==> src/rtl/code_bcd_dec_if.sv <==
// Serial-code to BCD decoder bus: bit-serial input handshake plus the
// assembled-word output handshake and its status flags.
interface code_bcd_dec_if;
  logic        bit_in;
  logic        bit_valid;
  logic        in_ready;
  logic [15:0] bcd_out;
  logic        out_valid;
  logic        out_ready;
  logic        code_err;
  logic [7:0]  err_cnt;

  modport master (
    output bit_in, bit_valid, out_ready,
    input  in_ready, bcd_out, out_valid, code_err, err_cnt
  );

  modport slave (
    input  bit_in, bit_valid, out_ready,
    output in_ready, bcd_out, out_valid, code_err, err_cnt
  );
endinterface

==> src/rtl/code_bcd_dec.sv <==
// Serial codeword to 4-digit BCD decoder.
// Collects 16 bits (four 4-bit codewords, MSB first), decodes each codeword
// to a BCD digit as it completes, then holds the word until the consumer
// takes it. Invalid codewords store digit 0 and raise a sticky code_err.
// Optional build macro CODE_BCD_DEC_ERR_CNT_EN enables a saturating
// invalid-codeword counter on err_cnt; otherwise err_cnt is tied to zero.
module code_bcd_dec (
  input logic          clk,
  input logic          rst,
  code_bcd_dec_if.slave bus
);

  typedef enum logic {COLLECT, HOLD} state_t;

  state_t      state, state_nxt;
  // First three bits of the codeword in flight; the fourth bit is taken
  // straight from bit_in so the codeword can be decoded in its own cycle.
  logic [2:0]  prefix;
  logic [1:0]  bit_cnt;
  logic [1:0]  dig_cnt;
  logic [15:0] bcd_reg;
  logic        err_reg;
  logic        in_ready_c;
  logic        out_valid_c;
  logic        accept;
  logic        cw_done;
  logic        word_done;
  logic        xfer;
  logic [3:0]  codeword;
  logic [3:0]  digit;
  logic        invalid;

  assign accept    = bus.bit_valid && (state == COLLECT);
  assign codeword  = {prefix, bus.bit_in};
  assign cw_done   = accept && (bit_cnt == 2'd3);
  assign word_done = cw_done && (dig_cnt == 2'd3);
  assign xfer      = (state == HOLD) && bus.out_ready;

  // Map the completed codeword to its digit and flag the unused codes.
  always_comb begin
    digit   = 4'd0;
    invalid = 1'b0;
    case (codeword)
      4'b0000: digit = 4'd0;
      4'b0111: digit = 4'd1;
      4'b0110: digit = 4'd2;
      4'b0101: digit = 4'd3;
      4'b0100: digit = 4'd4;
      4'b1011: digit = 4'd5;
      4'b1010: digit = 4'd6;
      4'b1001: digit = 4'd7;
      4'b1000: digit = 4'd8;
      4'b1111: digit = 4'd9;
      default: invalid = 1'b1;
    endcase
  end

  // State register.
  always_ff @(posedge clk or posedge rst) begin
    if (rst) state <= COLLECT;
    else     state <= state_nxt;
  end

  // Next state and handshake outputs: collect until the 16th bit, then hold.
  always_comb begin
    state_nxt   = state;
    in_ready_c  = 1'b0;
    out_valid_c = 1'b0;
    case (state)
      COLLECT: begin
        in_ready_c = 1'b1;
        if (word_done) state_nxt = HOLD;
      end
      HOLD: begin
        out_valid_c = 1'b1;
        if (bus.out_ready) state_nxt = COLLECT;
      end
    endcase
  end

  // Shift in accepted bits, store each decoded digit, and rearm on transfer.
  always_ff @(posedge clk or posedge rst) begin
    if (rst) begin
      prefix  <= 3'd0;
      bit_cnt <= 2'd0;
      dig_cnt <= 2'd0;
      bcd_reg <= 16'h0000;
      err_reg <= 1'b0;
    end else if (accept) begin
      prefix  <= codeword[2:0];
      bit_cnt <= bit_cnt + 2'd1;
      if (cw_done) begin
        case (dig_cnt)
          2'd0: bcd_reg[15:12] <= digit;
          2'd1: bcd_reg[11:8]  <= digit;
          2'd2: bcd_reg[7:4]   <= digit;
          2'd3: bcd_reg[3:0]   <= digit;
        endcase
        dig_cnt <= dig_cnt + 2'd1;
        if (invalid) err_reg <= 1'b1;
      end
    end else if (xfer) begin
      bit_cnt <= 2'd0;
      dig_cnt <= 2'd0;
      err_reg <= 1'b0;
    end
  end

`ifdef CODE_BCD_DEC_ERR_CNT_EN
  logic [7:0] err_cnt_q;

  // Count invalid codewords across words, sticking at 255.
  always_ff @(posedge clk or posedge rst) begin
    if (rst)                                   err_cnt_q <= 8'h00;
    else if (cw_done && invalid && err_cnt_q != 8'hFF) err_cnt_q <= err_cnt_q + 8'h01;
  end

  assign bus.err_cnt = err_cnt_q;
`else
  assign bus.err_cnt = 8'h00;
`endif

  assign bus.in_ready  = in_ready_c;
  assign bus.out_valid = out_valid_c;
  assign bus.bcd_out   = bcd_reg;
  assign bus.code_err  = err_reg;

endmodule

==> src/flat_wrapper.sv <==
// flat-port wrapper written by rule: the top's interface ports become plain ports
module code_bcd_dec_flat 
  (clk, rst, bus_bit_in, bus_bit_valid, bus_out_ready, bus_in_ready, bus_bcd_out, bus_out_valid, bus_code_err, bus_err_cnt);
  code_bcd_dec_if bus_i ();
  input logic clk;
  input logic rst;
  input wire logic [$bits(bus_i.bit_in)-1:0] bus_bit_in;
  input wire logic [$bits(bus_i.bit_valid)-1:0] bus_bit_valid;
  input wire logic [$bits(bus_i.out_ready)-1:0] bus_out_ready;
  output wire logic [$bits(bus_i.in_ready)-1:0] bus_in_ready;
  output wire logic [$bits(bus_i.bcd_out)-1:0] bus_bcd_out;
  output wire logic [$bits(bus_i.out_valid)-1:0] bus_out_valid;
  output wire logic [$bits(bus_i.code_err)-1:0] bus_code_err;
  output wire logic [$bits(bus_i.err_cnt)-1:0] bus_err_cnt;
  assign bus_i.bit_in = bus_bit_in;
  assign bus_i.bit_valid = bus_bit_valid;
  assign bus_i.out_ready = bus_out_ready;
  assign bus_in_ready = bus_i.in_ready;
  assign bus_bcd_out = bus_i.bcd_out;
  assign bus_out_valid = bus_i.out_valid;
  assign bus_code_err = bus_i.code_err;
  assign bus_err_cnt = bus_i.err_cnt;
  code_bcd_dec u_core (.clk(clk), .rst(rst), .bus(bus_i));
endmodule
==> config.mk <==
export PLATFORM = sky130hd
export DESIGN_NAME = code_bcd_dec_flat
export DESIGN_NICKNAME = d
export VERILOG_FILES = /design/src/rtl/code_bcd_dec_if.sv /design/src/rtl/code_bcd_dec.sv /design/src/flat_wrapper.sv
export SDC_FILE = /design/constraint.sdc
export NUM_CORES = 1
export LEC_CHECK = 0
export BUFFER_PORTS_ARGS = -buffer_cell sky130_fd_sc_hd__clkbuf_2
export CORE_UTILIZATION = 31
export DETAILED_ROUTE_END_ITERATION = 8
export GPL_TIMING_DRIVEN = 0
export MAX_ROUTING_LAYER = met4
export REMOVE_ABC_BUFFERS = 1
export SLEW_MARGIN = 0
export SYNTH_ARGS = -nofsm -noshare
export SYNTH_HDL_FRONTEND = slang
export SYNTH_SLANG_ARGS = --single-unit
==> constraint.sdc <==
create_clock -name clk -period 1.1 [get_ports clk]
set_input_delay 0.11 -clock clk [delete_from_list [all_inputs] [get_ports clk]]
set_output_delay 0.11 -clock clk [all_outputs]
set_load 0.02 [all_outputs]
After elaboration in Yosys (flattened, before gate mapping)
Cells that the tools add are included.
Widths: inputs -> output; s select.
{ "totals": {"reg_bits": 25, "input_bits": 5, "out_inout_bits": 27, "wordCells": 55} }
{ "classes": {"n_addsub": 2, "eq_ne": 15, "muxes": 14, "bitwise_logic": 1, "n_reduce_logical": 14} }
{ "ops": {"columns": ["op", "count"], "rows": [
  ["$pmux 4 s9", 1],
  ["$eq 4x4->1 const B", 5],
  ["$eq 4x3->1 const B", 4],
  ["$reduce_and 3->1", 5],
  ["$reduce_or 10->1", 1],
  ["$mux 1", 8],
  ["$mux 2", 4],
  ["$eq 2x2->1 const B", 3],
  ["$add 2x1->2 const B", 2],
  ["$logic_and 1x1->1", 4],
  ["$logic_not 4->1", 1],
  ["$ne 2x2->1 const B", 2],
  ["$eq 2x1->1 const B", 1],
  ["$logic_not 2->1", 1],
  ["$pmux 1 s2", 1],
  ["$reduce_and 2->1", 1],
  ["$reduce_bool 2->1", 1],
  ["$not 1->1", 1]
]} }

Longest topological paths before layout
{ "logic_depth": {"word_depth": 6, "mapped_depth": 5, "depth_no_buf": 5} }

Least setup slack after synthesis
Ideal clock, no wire load.
{ "synth_path": {"path_type": "register -> register", "startpoint": "register u_core.state", "endpoint": "register u_core.bcd_reg[10], in the netlist u_core.bus.bcd_out[10]", "setup_ns": 0.133, "arrival_time_ns": 1.068, "required_time_ns": 0.967, "path_slack_ns": -0.101, "path_stages_with_launch": 5, "n_path_buf": 1, "synth_period_minus_slack_ns": 1.201, "cell_sequence": "dfrtp_1 > buf_6 > nand4b_1 > nand2_1 > o21ai_0"} }
{ "synth_via": {"elab_chain_cells": 4} }
{ "synth_rtl": {"columns": ["item", "line_no", "source"], "rows": [
  ["from (decl)", "code_bcd_dec.sv:15", "state_t state, state_nxt;"],
  ["from (signal assigned)", "code_bcd_dec.sv:61", "else state <= state_nxt;"],
  ["$not 1->1 *", "code_bcd_dec.sv:33", "assign accept = bus.bit_valid && (state == COLLECT);"],
  ["$logic_and 1x1->1 *", "code_bcd_dec.sv:33", null],
  ["$logic_and 1x1->1", "code_bcd_dec.sv:35", "assign cw_done = accept && (bit_cnt == 2'd3);"],
  ["$reduce_and 3->1 (no line) *", null, null],
  ["to (signal assigned)", "code_bcd_dec.sv:95", "2'd1: bcd_reg[11:8] <= digit;"],
  ["to (decl)", "code_bcd_dec.sv:21", "logic [15:0] bcd_reg;"]
]} }
Every way passes the cells marked *; elsewhere a longest branch is shown, timed or not.
A chain may end at the register's enable or synchronous reset.

Final worst setup path
{ "layout_path": {"startpoint": "register u_core.bit_cnt[1]", "endpoint": "register u_core.err_reg, in the netlist u_core.bus.code_err"} }
{ "layout_via": {"elab_chain_cells": 4} }
{ "layout_rtl": {"columns": ["item", "line_no", "source"], "rows": [
  ["from (decl)", "code_bcd_dec.sv:19", "logic [1:0] bit_cnt;"],
  ["from (signal assigned)", "code_bcd_dec.sv:91", "bit_cnt <= bit_cnt + 2'd1;"],
  ["$eq 2x2->1", "code_bcd_dec.sv:35", null],
  ["$logic_and 1x1->1", "code_bcd_dec.sv:35", null],
  ["$ne 2x2->1 (no line)", null, null],
  ["$reduce_and 3->1 (no line)", null, null],
  ["to (signal assigned)", "code_bcd_dec.sv:88", "err_reg <= 1'b0;"],
  ["to (signal assigned)", "code_bcd_dec.sv:100", "if (invalid) err_reg <= 1'b1;"],
  ["to (signal assigned)", "code_bcd_dec.sv:105", "err_reg <= 1'b0;"],
  ["to (decl)", "code_bcd_dec.sv:22", "logic err_reg;"]
]} }
Every way passes these cells.

==> impl_metrics.json <==
{
  "post_synth_fa_ha_maj_area_fraction": 0.0512,
  "setup_viol_count_final": 24,
  "type_of_the_setup_path_with_the_least_slack": "register to register",
  "grt_util_all_layers": 0.139,
  "grt_max_degree": 26,
  "fp.coreArea_um2": 3720,
  "drt.antenna.violating_nets": 0,
  "final_cell_count_no_fill": 204,
  "worst_ep_arrival_time_ns": 1.36,
  "drt-initial-drc-count": 30,
  "final_hold_viol_count": 0,
  "worst_slack_ns": -0.122,
  "cts-root-to-sink-buffers": 2,
  "area_growth_pct": 42.1,
  "fin_skew_ns": 0.00111,
  "grt.overflow.total": 0,
  "design.die.area_um2": 4190,
  "global_placement_routability_congestion": 0.825,
  "p_switching_w": 0.00189,
  "share_clk_of_total_power": 0.113,
  "synth-edff-count": 0,
  "cts_hold_buffers": 0,
  "fillers": 317,
  "vdd_ir_drop_max_mv": 0.765,
  "asyncSetResetFlopFracSynth": 1.00,
  "buffer_ports.inserted": 23,
  "critical_path_buf_inv_count": 0,
  "post_syn_instances": 116,
  "root_buffer": "sky130_fd_sc_hd__clkbuf_8",
  "power_report.internal_total_w": 0.00267,
  "worst_pin_slew_ns": 0.921,
  "crit_family": "flip-flops",
  "violations": "negative setup slack",
  "layout_commonest_cell": "sky130_fd_sc_hd__clkbuf_2",
  "critical_path_required_ns": 1.24,
  "tritoncts.num_buffers": 3,
  "placementRows": 22,
  "estimated_wirelength_of_the_detail_placed_design_um": 1700,
  "top_level_ports": 32,
  "layout_common_cells": "sky130_fd_sc_hd__clkbuf_2 (21), sky130_fd_sc_hd__dfrtp_1 (20), sky130_fd_sc_hd__buf_4 (12), sky130_fd_sc_hd__o21ai_1 (11)",
  "period_needed_ns": 1.22,
  "synthesized_area_fraction_occupied_by_ao_oa_aoi_and_oai_cells": 0.136,
  "dp_cells": 182,
  "crit_chain": "ha_4 > and3b_2 > a2bb2oi_2 > o31a_1",
  "detail_route.drc_violations": 0,
  "postRouteWirelength_um": 2780,
  "deepest_level_of_the_cts_h_tree": 1,
  "cp_max_fo": 6,
  "synth-simple-area-share": 0.163,
  "combinational_share_of_power": 0.521,
  "drt_pre_antenna_iters": 4,
  "syn-cell-area_um2": 1220,
  "hold_path.class": "input port to asynchronous set/reset pin",
  "route.vias.total": 969,
  "power.density_cell_area_nw_per_um2": 2630,
  "slew_headroom": 0.385,
  "antennaDiodeCount": 0,
  "synth_top_flop_cell": "sky130_fd_sc_hd__dfrtp_1",
  "clock_tree_from_tritoncts": "done",
  "insertion_delay_to_the_later_sink_of_the_worst_skew_pair_ns": 0.25,
  "clock-sinks": 25,
  "power.share.sequential": 0.366,
  "grt_setup_unrepaired": "true",
  "ys.warnings.count": 0,
  "synth-seq-area-share": 0.512,
  "fraction_of_power_spent_switching_nets": 0.414,
  "critical-path-max-stage-delay_ns": 0.42,
  "post_drt_via_cell_ratio": 4.75,
  "antenna_found_initial": 0,
  "cp-start-kind": "register",
  "power_leakage_nw": 0.834,
  "die_w_um": 64.8,
  "sum_of_negative_setup_slack_ns": -1.58,
  "start_util": 0.329,
  "place_worst_setup_slack_ns": -0.282,
  "synth_seq_cells": 25,
  "synthesis.area_per_instance_um2": 10.5,
  "finalNetCount": 167,
  "synth-xor-area-share": 0.00717,
  "grt_pass1_vias": 914,
  "drive_above_1_share": 0.538,
  "clk_pin_slew_ns": 0.08,
  "yosysUniqueCellTypes": 35,
  "finalMaxSlewViolations": 0,
  "grt_first_pass_wirelength_um": 4370,
  "synthMuxAreaShare": 0.0359,
  "timing.critical_path.to_type": "register",
  "status": "complete, but fails checks",
  "timing.max_cap.violations": 0,
  "crit_path_top_delay_cell": "sky130_fd_sc_hd__dfrtp_1",
  "die_outline_height_um": 64.8,
  "timing.final.crit_share": 1.11,
  "routedWlPerCell_um": 13.6,
  "fmax_mhz": 818,
  "combinational_family_with_the_most_area_after_synthesis": "simple AND/OR/NAND/NOR gates"
}
[per-stage QoR]
stage	total power [W]	instance area (µm²)	utilization	hold WS, ns
2_1_floorplan	0.00259	1150	-	0.137
3_3_place_gp	0.00302	1330	0.358	0.314
3_5_place_dp	0.00310	1330	0.358	0.334
4_1_cts	0.00417	1600	0.431	0.0547
5_1_grt	0.00489	1740	0.467	0.0846
6_report	0.00456	1740	0.467	0.0268
[worst paths after layout]
kind                                   startpoint                      to  slack, ns  cells after the start
setup / recovery                u_core.bit_cnt[1]     u_core.bus.code_err      -0.12                      4
hold / removal                                rst  u_core.bus.bcd_out[12]       0.03                      2
setup reg to reg                u_core.bit_cnt[1]     u_core.bus.code_err      -0.12                      4
hold reg to reg            u_core.bus.bcd_out[14]  u_core.bus.bcd_out[14]       0.49                      2
max in group asynchronous                     rst            u_core.state       0.45                      2
min in group clk                    bus_out_ready     u_core.bus.code_err       0.16                      3
[flip-flops by register name, summed over array words and instances, names as in the netlist]
| name | flops |
|---|---|
| u_core.bus.bcd_out | 16 |
| u_core.bit_cnt | 2 |
| u_core.dig_cnt | 2 |
| u_core.state | 1 |
| u_core.bus.code_err | 1 |
| u_core.prefix | 3 |
[worst register-to-register path: stages (launching register included)]
cell	delay, ns
sky130_fd_sc_hd__dfrtp_1	0.42
sky130_fd_sc_hd__ha_4	0.20
sky130_fd_sc_hd__and3b_2	0.25
sky130_fd_sc_hd__a2bb2oi_2	0.14
sky130_fd_sc_hd__o31a_1	0.10
[metal layers]
| metal | global-route usage | vias up | part of all wire |
|---|---|---|---|
| li1 | - | 464 | - |
| met2 | 0.250 | 28 | 0.53 |
| met3 | 0.0229 | 4 | 0.044 |
| met1 | 0.157 | 473 | 0.41 |
| met4 | 0.0417 | 0 | 0.013 |
| met5 | - | - | 0 |
[cells in the mapped netlist, types with 2 or more instances]
cell type	number	area [µm²]
sky130_fd_sc_hd__buf_4	8	60.1
sky130_fd_sc_hd__a21oi_1	2	10.0
sky130_fd_sc_hd__buf_2	2	10.0
sky130_fd_sc_hd__mux2_2	3	33.8
sky130_fd_sc_hd__o21ai_0	16	80.1
sky130_fd_sc_hd__dfrtp_1	25	626
sky130_fd_sc_hd__nand4b_1	3	26.3
sky130_fd_sc_hd__buf_6	2	22.5
sky130_fd_sc_hd__nor2_1	2	7.51
sky130_fd_sc_hd__ha_1	5	62.6
sky130_fd_sc_hd__a21o_1	2	15.0
sky130_fd_sc_hd__o211ai_1	2	15.0
sky130_fd_sc_hd__nand2_1	18	67.6
sky130_fd_sc_hd__inv_1	5	18.8
[cell families after synthesis]
logic type	count (synthesis)
other	1
AO/OA/AOI/OAI	28
flip-flops	25
adder cells (fa/ha/maj)	5
AND/OR/NAND/NOR	35
XOR/XNOR	1
buffers and inverters	17
multiplexers	4
[power by group through the flow]
stage / registers, W / clock network, W / logic, W
after detailed placement: 0.00161 / 0 / 0.00149
after global routing: 0.00172 / 0.000575 / 0.00259
after CTS: 0.00161 / 0.000528 / 0.00203
final: 0.00167 / 0.000515 / 0.00237
after global placement: 0.00158 / 0 / 0.00144
after floorplan: 0.00186 / 0 / 0.000732
[timing repair]
| action | CTS | global route |
|---|---|---|
| resized for setup | 45 | 32 |
| endpoints found under the setup margin | 26 | 26 |
| pin swaps | 11 | 12 |
| setup buffers | 14 | 4 |
[final cells by class]
class	count	area, µm²	area share
well taps	48	60.1	0.0346
inverters	5	21.3	0.0123
clock buffers	4	45.0	0.0260
flip-flops and latches	25	632	0.364
repair buffers	41	293	0.169
multi-input cells	81	684	0.394
Power figures use the tool's default switching activity.
